<file path="config.mk">
export PLATFORM = sky130hd
export DESIGN_NAME = difftest_arch_event_queue
export DESIGN_NICKNAME = d
export VERILOG_FILES = /design/src/rtl/difftest_arch_event_queue.sv
export SDC_FILE = /design/constraint.sdc
export NUM_CORES = 2
export LEC_CHECK = 0
export ABC_AREA = 1
export ABC_CLOCK_PERIOD_IN_PS = 11620
export BUFFER_PORTS_ARGS = -buffer_cell sky130_fd_sc_hd__buf_2
export CORE_AREA = 2 2 553 555
export CTS_CLUSTER_SIZE = 28
export DETAILED_ROUTE_END_ITERATION = 6
export DIE_AREA = 0 0 555 557
export HOLD_SLACK_MARGIN = 0.08
export PLACE_DENSITY = 0.43
export REMOVE_ABC_BUFFERS = 1
export SLEW_MARGIN = 20
export SYNTH_ARGS = -nofsm -noshare
export SYNTH_HDL_FRONTEND = slang
export SYNTH_SLANG_ARGS = --single-unit
</file>
<file path="constraint.sdc">
create_clock -name clock -period 11.62 [get_ports clock]
set_input_delay 2.324 -clock clock [delete_from_list [all_inputs] [get_ports clock]]
set_output_delay 2.324 -clock clock [all_outputs]
set_load 0.005 [all_outputs]
</file>
<file path="src/rtl/difftest_arch_event_queue.sv">
// Multi-channel architectural event queue: per-channel pending registers, round-robin
// arbitration into a shared FIFO, sequence stamping and saturating drop accounting.
module difftest_arch_event_queue #(
   parameter int unsigned NUM_CH  = 2,
   parameter int unsigned DEPTH   = 8,
   parameter int unsigned CAUSE_W = 32,
   parameter int unsigned PC_W    = 64,
   parameter int unsigned INST_W  = 32,
   parameter int unsigned CORE_W  = 8,
   parameter int unsigned SEQ_W   = 16
) (
   input  logic                        clock,
   input  logic                        reset,
   input  logic [NUM_CH-1:0]           in_valid,
   input  logic [NUM_CH*CAUSE_W-1:0]   in_interrupt,
   input  logic [NUM_CH*CAUSE_W-1:0]   in_exception,
   input  logic [NUM_CH*PC_W-1:0]      in_pc,
   input  logic [NUM_CH*INST_W-1:0]    in_inst,
   input  logic [NUM_CH*CORE_W-1:0]    in_coreid,
   output logic                        out_valid,
   input  logic                        out_ready,
   output logic [2:0]                  out_chan,
   output logic [CAUSE_W-1:0]          out_interrupt,
   output logic [CAUSE_W-1:0]          out_exception,
   output logic [PC_W-1:0]             out_pc,
   output logic [INST_W-1:0]           out_inst,
   output logic [CORE_W-1:0]           out_coreid,
   output logic [SEQ_W-1:0]            out_seq,
   output logic [$clog2(DEPTH):0]      occupancy,
   output logic [15:0]                 drop_count
);

   localparam int unsigned PTR_W = $clog2(DEPTH);

   typedef struct packed {
      logic [CAUSE_W-1:0] intr;
      logic [CAUSE_W-1:0] exc;
      logic [PC_W-1:0]    pc;
      logic [INST_W-1:0]  inst;
      logic [CORE_W-1:0]  core;
   } payload_t;

   typedef struct packed {
      logic [2:0]       chan;
      logic [SEQ_W-1:0] seq;
      payload_t         pay;
   } entry_t;

   payload_t             in_pay [NUM_CH];
   payload_t             pend_q [NUM_CH];
   payload_t             pend_d [NUM_CH];
   logic [NUM_CH-1:0]    pend_full_q, pend_full_d;
   logic [2:0]           rr_ptr_q;
   logic [SEQ_W-1:0]     seq_q;
   logic [15:0]          drop_q, drop_d;
   logic [3:0]           drop_inc;
   logic [16:0]          drop_sum;

   entry_t               mem_q [DEPTH];
   entry_t               head;
   logic [PTR_W-1:0]     wr_ptr_q, rd_ptr_q;
   logic [PTR_W:0]       count_q, count_d;

   logic                 grant_any, grant, push, pop, full, empty;
   logic [2:0]           grant_idx;
   payload_t             grant_pay;

   for (genvar i = 0; i < NUM_CH; i++) begin : g_unpack
      assign in_pay[i].intr = in_interrupt[i*CAUSE_W +: CAUSE_W];
      assign in_pay[i].exc  = in_exception[i*CAUSE_W +: CAUSE_W];
      assign in_pay[i].pc   = in_pc[i*PC_W +: PC_W];
      assign in_pay[i].inst = in_inst[i*INST_W +: INST_W];
      assign in_pay[i].core = in_coreid[i*CORE_W +: CORE_W];
   end

   assign empty = (count_q == '0);
   assign full  = (count_q == (PTR_W+1)'(DEPTH));
   assign pop   = !empty && out_ready;
   assign grant = grant_any && (!full || pop);
   assign push  = grant;

   // Pick the full channel at the smallest rotated distance from rr_ptr.
   always_comb begin
      int unsigned d;
      int unsigned best_d;
      grant_any = 1'b0;
      grant_idx = '0;
      grant_pay = '0;
      best_d    = NUM_CH;
      for (int unsigned j = 0; j < NUM_CH; j++) begin
         d = (j + NUM_CH - 32'(rr_ptr_q)) % NUM_CH;
         if (pend_full_q[j] && (d < best_d)) begin
            best_d    = d;
            grant_any = 1'b1;
            grant_idx = 3'(j);
            grant_pay = pend_q[j];
         end
      end
   end

   always_comb begin
      drop_inc    = '0;
      pend_full_d = pend_full_q;
      for (int unsigned i = 0; i < NUM_CH; i++) begin
         pend_d[i] = pend_q[i];
         if (in_valid[i]) begin
            if (!pend_full_q[i] || (grant && (grant_idx == 3'(i)))) begin
               pend_d[i]      = in_pay[i];
               pend_full_d[i] = 1'b1;
            end else begin
               drop_inc = drop_inc + 4'd1;
            end
         end else if (grant && (grant_idx == 3'(i))) begin
            pend_full_d[i] = 1'b0;
         end
      end
      drop_sum = {1'b0, drop_q} + 17'(drop_inc);
      drop_d   = drop_sum[16] ? 16'hFFFF : drop_sum[15:0];
   end

   always_comb begin
      count_d = count_q;
      if (push && !pop) begin
         count_d = count_q + 1'b1;
      end else if (pop && !push) begin
         count_d = count_q - 1'b1;
      end
   end

   always_ff @(posedge clock or negedge reset) begin
      if (!reset) begin
         for (int unsigned i = 0; i < NUM_CH; i++) begin
            pend_q[i] <= '0;
         end
         pend_full_q <= '0;
         rr_ptr_q    <= '0;
         seq_q       <= '0;
         drop_q      <= '0;
         wr_ptr_q    <= '0;
         rd_ptr_q    <= '0;
         count_q     <= '0;
      end else begin
         for (int unsigned i = 0; i < NUM_CH; i++) begin
            pend_q[i] <= pend_d[i];
         end
         pend_full_q <= pend_full_d;
         drop_q      <= drop_d;
         count_q     <= count_d;
         if (grant) begin
            rr_ptr_q <= (grant_idx == 3'(NUM_CH - 1)) ? 3'd0 : grant_idx + 3'd1;
            seq_q    <= seq_q + 1'b1;
            wr_ptr_q <= wr_ptr_q + 1'b1;
         end
         if (pop) begin
            rd_ptr_q <= rd_ptr_q + 1'b1;
         end
      end
   end

   // Storage needs no reset: the head is masked while the FIFO is empty.
   always_ff @(posedge clock) begin
      if (push) begin
         mem_q[wr_ptr_q] <= '{chan: grant_idx, seq: seq_q, pay: grant_pay};
      end
   end

   always_comb begin
      head          = empty ? '0 : mem_q[rd_ptr_q];
      out_valid     = !empty;
      out_chan      = head.chan;
      out_seq       = head.seq;
      out_interrupt = head.pay.intr;
      out_exception = head.pay.exc;
      out_pc        = head.pay.pc;
      out_inst      = head.pay.inst;
      out_coreid    = head.pay.core;
      occupancy     = count_q;
      drop_count    = drop_q;
   end

endmodule

</file>
; Word-level counts from Yosys, hierarchy flattened
; Memories as Yosys holds them, arrays and structs flattened.
; Index checks and enable logic that the tools add are counted.
[word_totals]
ff_bits = 381
ramBits = 1480
inputBits = 341
out_inout_bits = 208
elab_cells = 84
mem_count = 1
[mem_list]
columns = name, depth, width, read_ports, rd_clocked_by_memory_dff, write_ports, line
row1 = mem_q, 8, 185, 1, 0, 1, 59  ; entry_t mem_q [DEPTH];
[classes]
add_sub_neg = 10
magnitude_cmp = 2
n_eq_ne = 4
n_mux = 23
n_reduce_logical = 26
[ops]
columns = cell, count
row1 = 168-bit 2-to-1 mux, 2
row2 = 187-bit 2-to-1 mux, 1
row3 = 1-bit by 32-bit less-than comparator with 1-bit output, 1
row4 = 16-bit by 4-bit adder with 17-bit output, 1
row5 = "16-bit by 1-bit adder with 16-bit output, second input constant", 1
row6 = 16-bit 2-to-1 mux, 1
row7 = 4-bit 2-to-1 mux, 4
row8 = 1-bit 2-to-1 mux, 14
row9 = "4-bit by 1-bit adder with 4-bit output, second input constant", 2
row10 = 1-bit logical AND, 8
row11 = 2-bit AND reduction, 4
row12 = "3-bit by 1-bit adder with 3-bit output, second input constant", 2
row13 = 1-bit logical NOT, 6
row14 = 2-bit nonzero test, 3
row15 = "4-bit == test, second input constant", 1
row16 = 4-bit logical NOT, 1
row17 = "2-bit by 1-bit != test with 1-bit output, second input constant", 2
row18 = "4-bit by 1-bit subtractor with 4-bit output, second input constant", 1
row19 = "3-bit by 1-bit == test with 1-bit output, second input constant", 1
row20 = 3-bit logical NOT, 1
row21 = 1-bit logical OR, 3
row22 = "1-bit by 2-bit less-than comparator with 1-bit output, second input constant", 1
row23 = 2-bit 2-to-1 mux, 1
row24 = "1-bit subtractor, first input constant", 2
row25 = "1-bit adder, second input constant", 1

; Logic depth before layout (Yosys ltp)
[logic_depth]
ltp_word = 17
ltp_mapped = 18
mapped_depth_nobuf = 18

; Worst setup path after synthesis
; Ideal clock, no wire load.
[synth_path]
kind = input -> register
start = input out_ready
end = memory mem_q[0][0] (netlist bit), enable pin
setup_time_ns = 0.733
arrival_time_ns = 10.716
t_required_ns = 10.887
path_slack_ns = 0.171
path_stages = 6
n_path_buf = 1
path_cell_list = nor2_1 > nand3_1 > nand2_1 > buf_2 > or2_2 > nor2_1
[synth_via]
elab_chain_len = 5
[synth_lines]
columns = item, line
row1 = start: declaration, 21  ; input logic out_ready,
row2 = 1-bit logical AND, 78  ; assign pop = !empty && out_ready;
row3 = 1-bit logical OR, 79  ; assign grant = grant_any && (!full || pop);
row4 = 1-bit logical AND, 79
row5 = 1-bit 2-to-1 mux, 162  ; if (push) begin
row6 = 1-bit 2-to-1 mux (not written as such), 163  ; mem_q[wr_ptr_q] <= '{chan: grant_idx, seq: seq_q, pay: grant_pay};
row7 = end: declaration, 59
; No other way between the ends.

; Worst setup path after layout
[layout_path]
start = register rd_ptr_q[0]
end = output out_pc[29]
[layout_via]
elab_chain_len = 2
[layout_lines]
columns = item, line
row1 = start: declaration, 61  ; logic [PTR_W-1:0] wr_ptr_q, rd_ptr_q;
row2 = start signal: assignment, 155  ; rd_ptr_q <= rd_ptr_q + 1'b1;
row3 = memory read 8 x 185 bit, n/a
row4 = 187-bit 2-to-1 mux, 168  ; head = empty ? '0 : mem_q[rd_ptr_q];
row5 = end: declaration, 25  ; output logic [PC_W-1:0] out_pc,
; No other way between the ends.

==> metrics.txt <==
outcome finished clean; global-route wire length before repair 337,000 µm; yosys synthesis warning count 0; drt wl/cell a little over 20 µm; CTS tree yes; capture point of the worst reg-to-reg path mem_q[5][122]; power per standard cell area roughly 320 nW/µm²; count of vias placed by the detailed router ~51,000; leading post-synthesis cells by cell area edfxtp_1, dfrtp_1, nand2_1; Sw Ratio 0.395; die footprint 309,000 µm²; highest achievable clock rate between 100 and 150 MHz; worst-case hold path end point pend_q[73]; Initial DRC Count roughly 3,200; reg2reg setup slack 6.76 ns; Final setup viols 0; Synth async-reset ratio 0.205; maximum clock skew at final layout 0.0609 ns; Post-DP HPWL about 130,000 µm; max-slew violations 0; overall power consumption 28.4 mW; post-synthesis cell area ~75,000 µm²; clock transition at the registers of the reported paths around 0.060 ns; Final Hold Violating Endpoints 0; Setup crit end kind output port; arrival time worst endpoint 5.19 ns; worst-case hold slack between 0.4 and 0.5 ns; largest incremental delay on the critical path 0.80 ns; Setup Buffers After CTS 0; Worst Path Max Fanout ~190; Boundary Pins roughly 550; total leakage power around 34 nW; Layout area overhead 18.2%; CTS Hold Bufs 0; Syn Area/Cell ~11 µm²; global route overflow 0; Logic pwr share 0.359; initial antenna violation count 9; flip-flop cell with the highest count after synthesis edfxtp_1; Resize count post-CTS 0; proportion of synthesized chip area in sequential cells 0.716; Syn Inst Count about 6,700; cell row count between 200 and 250; critical path class reg2out; total wire length approximately 230,000 µm; Hold Path Depth 2; total of fill cells in the finished design approximately 31,000; Die Height roughly 560 µm; largest net degree at the start of global routing 200; Util after Layout 0.293; classification of the worst-slack hold path reg2reg; remaining number of nets flagged by the antenna check after routing 0; total DRC errors in the routed layout 0; Post-synth EDFFs roughly 1,500; worst voltage drop across the vdd grid between 200 and 300 µV; layout net count between 7,000 and 8,000; final weighted congestion in routability-driven placement 0.744; total CTS buffers ~220; post-synth top area cell edfxtp_1; Clock Latency Late Sink about 0.9 ns; RSZ-0062 raised after global routing false; most used cell, CP nor2_1; fraction of final layout cells with drive strength greater than 1 0.130; Net Sw Power about 11 mW; worst hold path startpoint pend_q[73]; cell family with the largest share of critical-path delay buffers and inverters; width of the chip ~560 µm; CTS root buffer clkbuf_16; Final Cycle Share 0.647; via count of the first global-routing pass approximately 51,000; clock group share of total power 0.235; effective utilization at floorplan 0.248; Seq pwr share 0.406; internal power approximately 17 mW; Period minus WS final 7.52 ns; slew of the pin with the lowest slew margin approximately 1.1 ns; Critical R2R Launch pend_full_q[0]; length in cells of the worst reg-to-reg path 7; most repeated cell in the gate-level netlist after synthesis edfxtp_1; critical path's slowest cell buf_4; Max Cap Viol 0; critical path startpoint category register; most common library cells after synthesis edfxtp_1, nand2_1, nor2_1; number of clock sinks between 1,500 and 2,000; core region area slightly above 300,000 µm²; buffer depth of the longest clock path 4; post-synthesis cell type count 29; critical path buffer and inverter count 4; count of buffers inserted at the top-level ports ~550; Rel. slew slack 0.287; Crit path required time between 9 and 10 ns; first-pass iteration count of the detailed router 6; cells traversed along the worst timing path buf_4 -> buf_4 -> buf_12 -> nor2_1 -> nor2_1 -> o21ai_0 -> o211ai_1 -> nand2_1 -> nor2_1 -> buf_2; global-route usage over all layers 0.143; Synth top area share 0.590; routed via count divided by cell count ~4.5; deepest level of the CTS H-tree 4; register bit count reported by yosys around 1,900
## sequential cells by signal, indices dropped and copies added (netlist names)
name	count
rd_ptr_q	3
wr_ptr_q	3
occupancy	4
seq_q	16
drop_count	16
mem_q	1480
pend_full_q	2
rr_ptr_q	1
pend_q	336
## power by group through the flow
stage	clock network [mW]	registers, mW	logic [mW]
floorplan	0	12.3	5.92
global placement	0	11.6	10.5
finish	6.67	11.5	10.2
CTS	6.90	11.6	10.6
detailed placement	0	11.7	10.6
global route	7.14	11.8	11.5
## cells by family (layout without fill, tap and decap cells)
logic type | after synthesis | after routing | synth area share
other | 1 | 4 | 0.0000498
and+or+nand+nor | 3189 | 3189 | 0.165
AOI/OAI and AO/OA | 1130 | 1130 | 0.0843
buffers and inverters | 498 | 1074 | 0.0295
DFF | 1861 | 1861 | 0.716
xor gates and xnor gates | 21 | 21 | 0.00244
adders and majority gates | 11 | 11 | 0.00203
## how the worst max path moves through the flow
stage / slack, ns / from / cells past startpoint / to
CTS: 4.00 / rd_ptr_q[0] / 10 / out_exception[6]
global route: 3.76 / rd_ptr_q[0] / 10 / out_exception[6]
detailed placement: 4.90 / out_ready / 9 / mem_q[5][24]
global placement: 4.95 / rd_ptr_q[0] / 10 / out_pc[10]
floorplan: -19.43 / rd_ptr_q[0] / 5 / out_chan[0]
finish: 4.10 / rd_ptr_q[0] / 10 / out_pc[29]
## area by class of cell
cell class | instances | area, µm² | share of cell area
timing repair buffer | 627 | 3620 | 0.0407
multi-input combinational | 4353 | 19300 | 0.217
inverter | 40 | 170 | 0.00191
tap | 3997 | 5000 | 0.0561
antenna | 2 | 5.00 | 0.0000562
sequential | 1861 | 54000 | 0.606
clock buffer | 306 | 6020 | 0.0676
clock inverter | 101 | 970 | 0.0109
## routing by layer
layer,vias up,track usage,part of all wire
met5,-,0,0
met4,0,0.0449,0.029
met3,297,0.0194,0.040
met2,1050,0.240,0.48
met1,25505,0.192,0.46
li1,24119,-,-
## layout by cell type, fill, tap and decap left out, types with 38 or more instances in the layout
cell type and n:
nand2_1 1468, o22ai_1 185, dfrtp_1 377, clkbuf_16 221, buf_4 60, buf_2 544, nand3_1 361, clkbuf_1 68
edfxtp_1 1480, o21ai_0 720, nor2_1 1327, o211ai_1 185, clkinv_1 38
## through the flow
| stage | cells | worst slack (ns) | TNS [ns] | cell area [µm²] |
|---|---|---|---|---|
| after floorplan | 6254 | -19.43 | -4614.21 | 73300 |
| after global placement | 10877 | 4.95 | 0 | 82000 |
| after detailed placement | 10878 | 4.90 | 0 | 82100 |
| after CTS | 11285 | 4.00 | 0 | 89100 |
| after global routing | 11286 | 3.76 | 0 | 89100 |
| final | 11287 | 4.10 | 0 | 89100 |
## worst reg2reg max path: cells and delay by family, from the launching register on
kind	cells	cell delay, ns
buffers and inverters	3	1.94
and+or+nand+nor	4	1.76
DFF	1	0.72
Power figures use the tool's default switching activity.
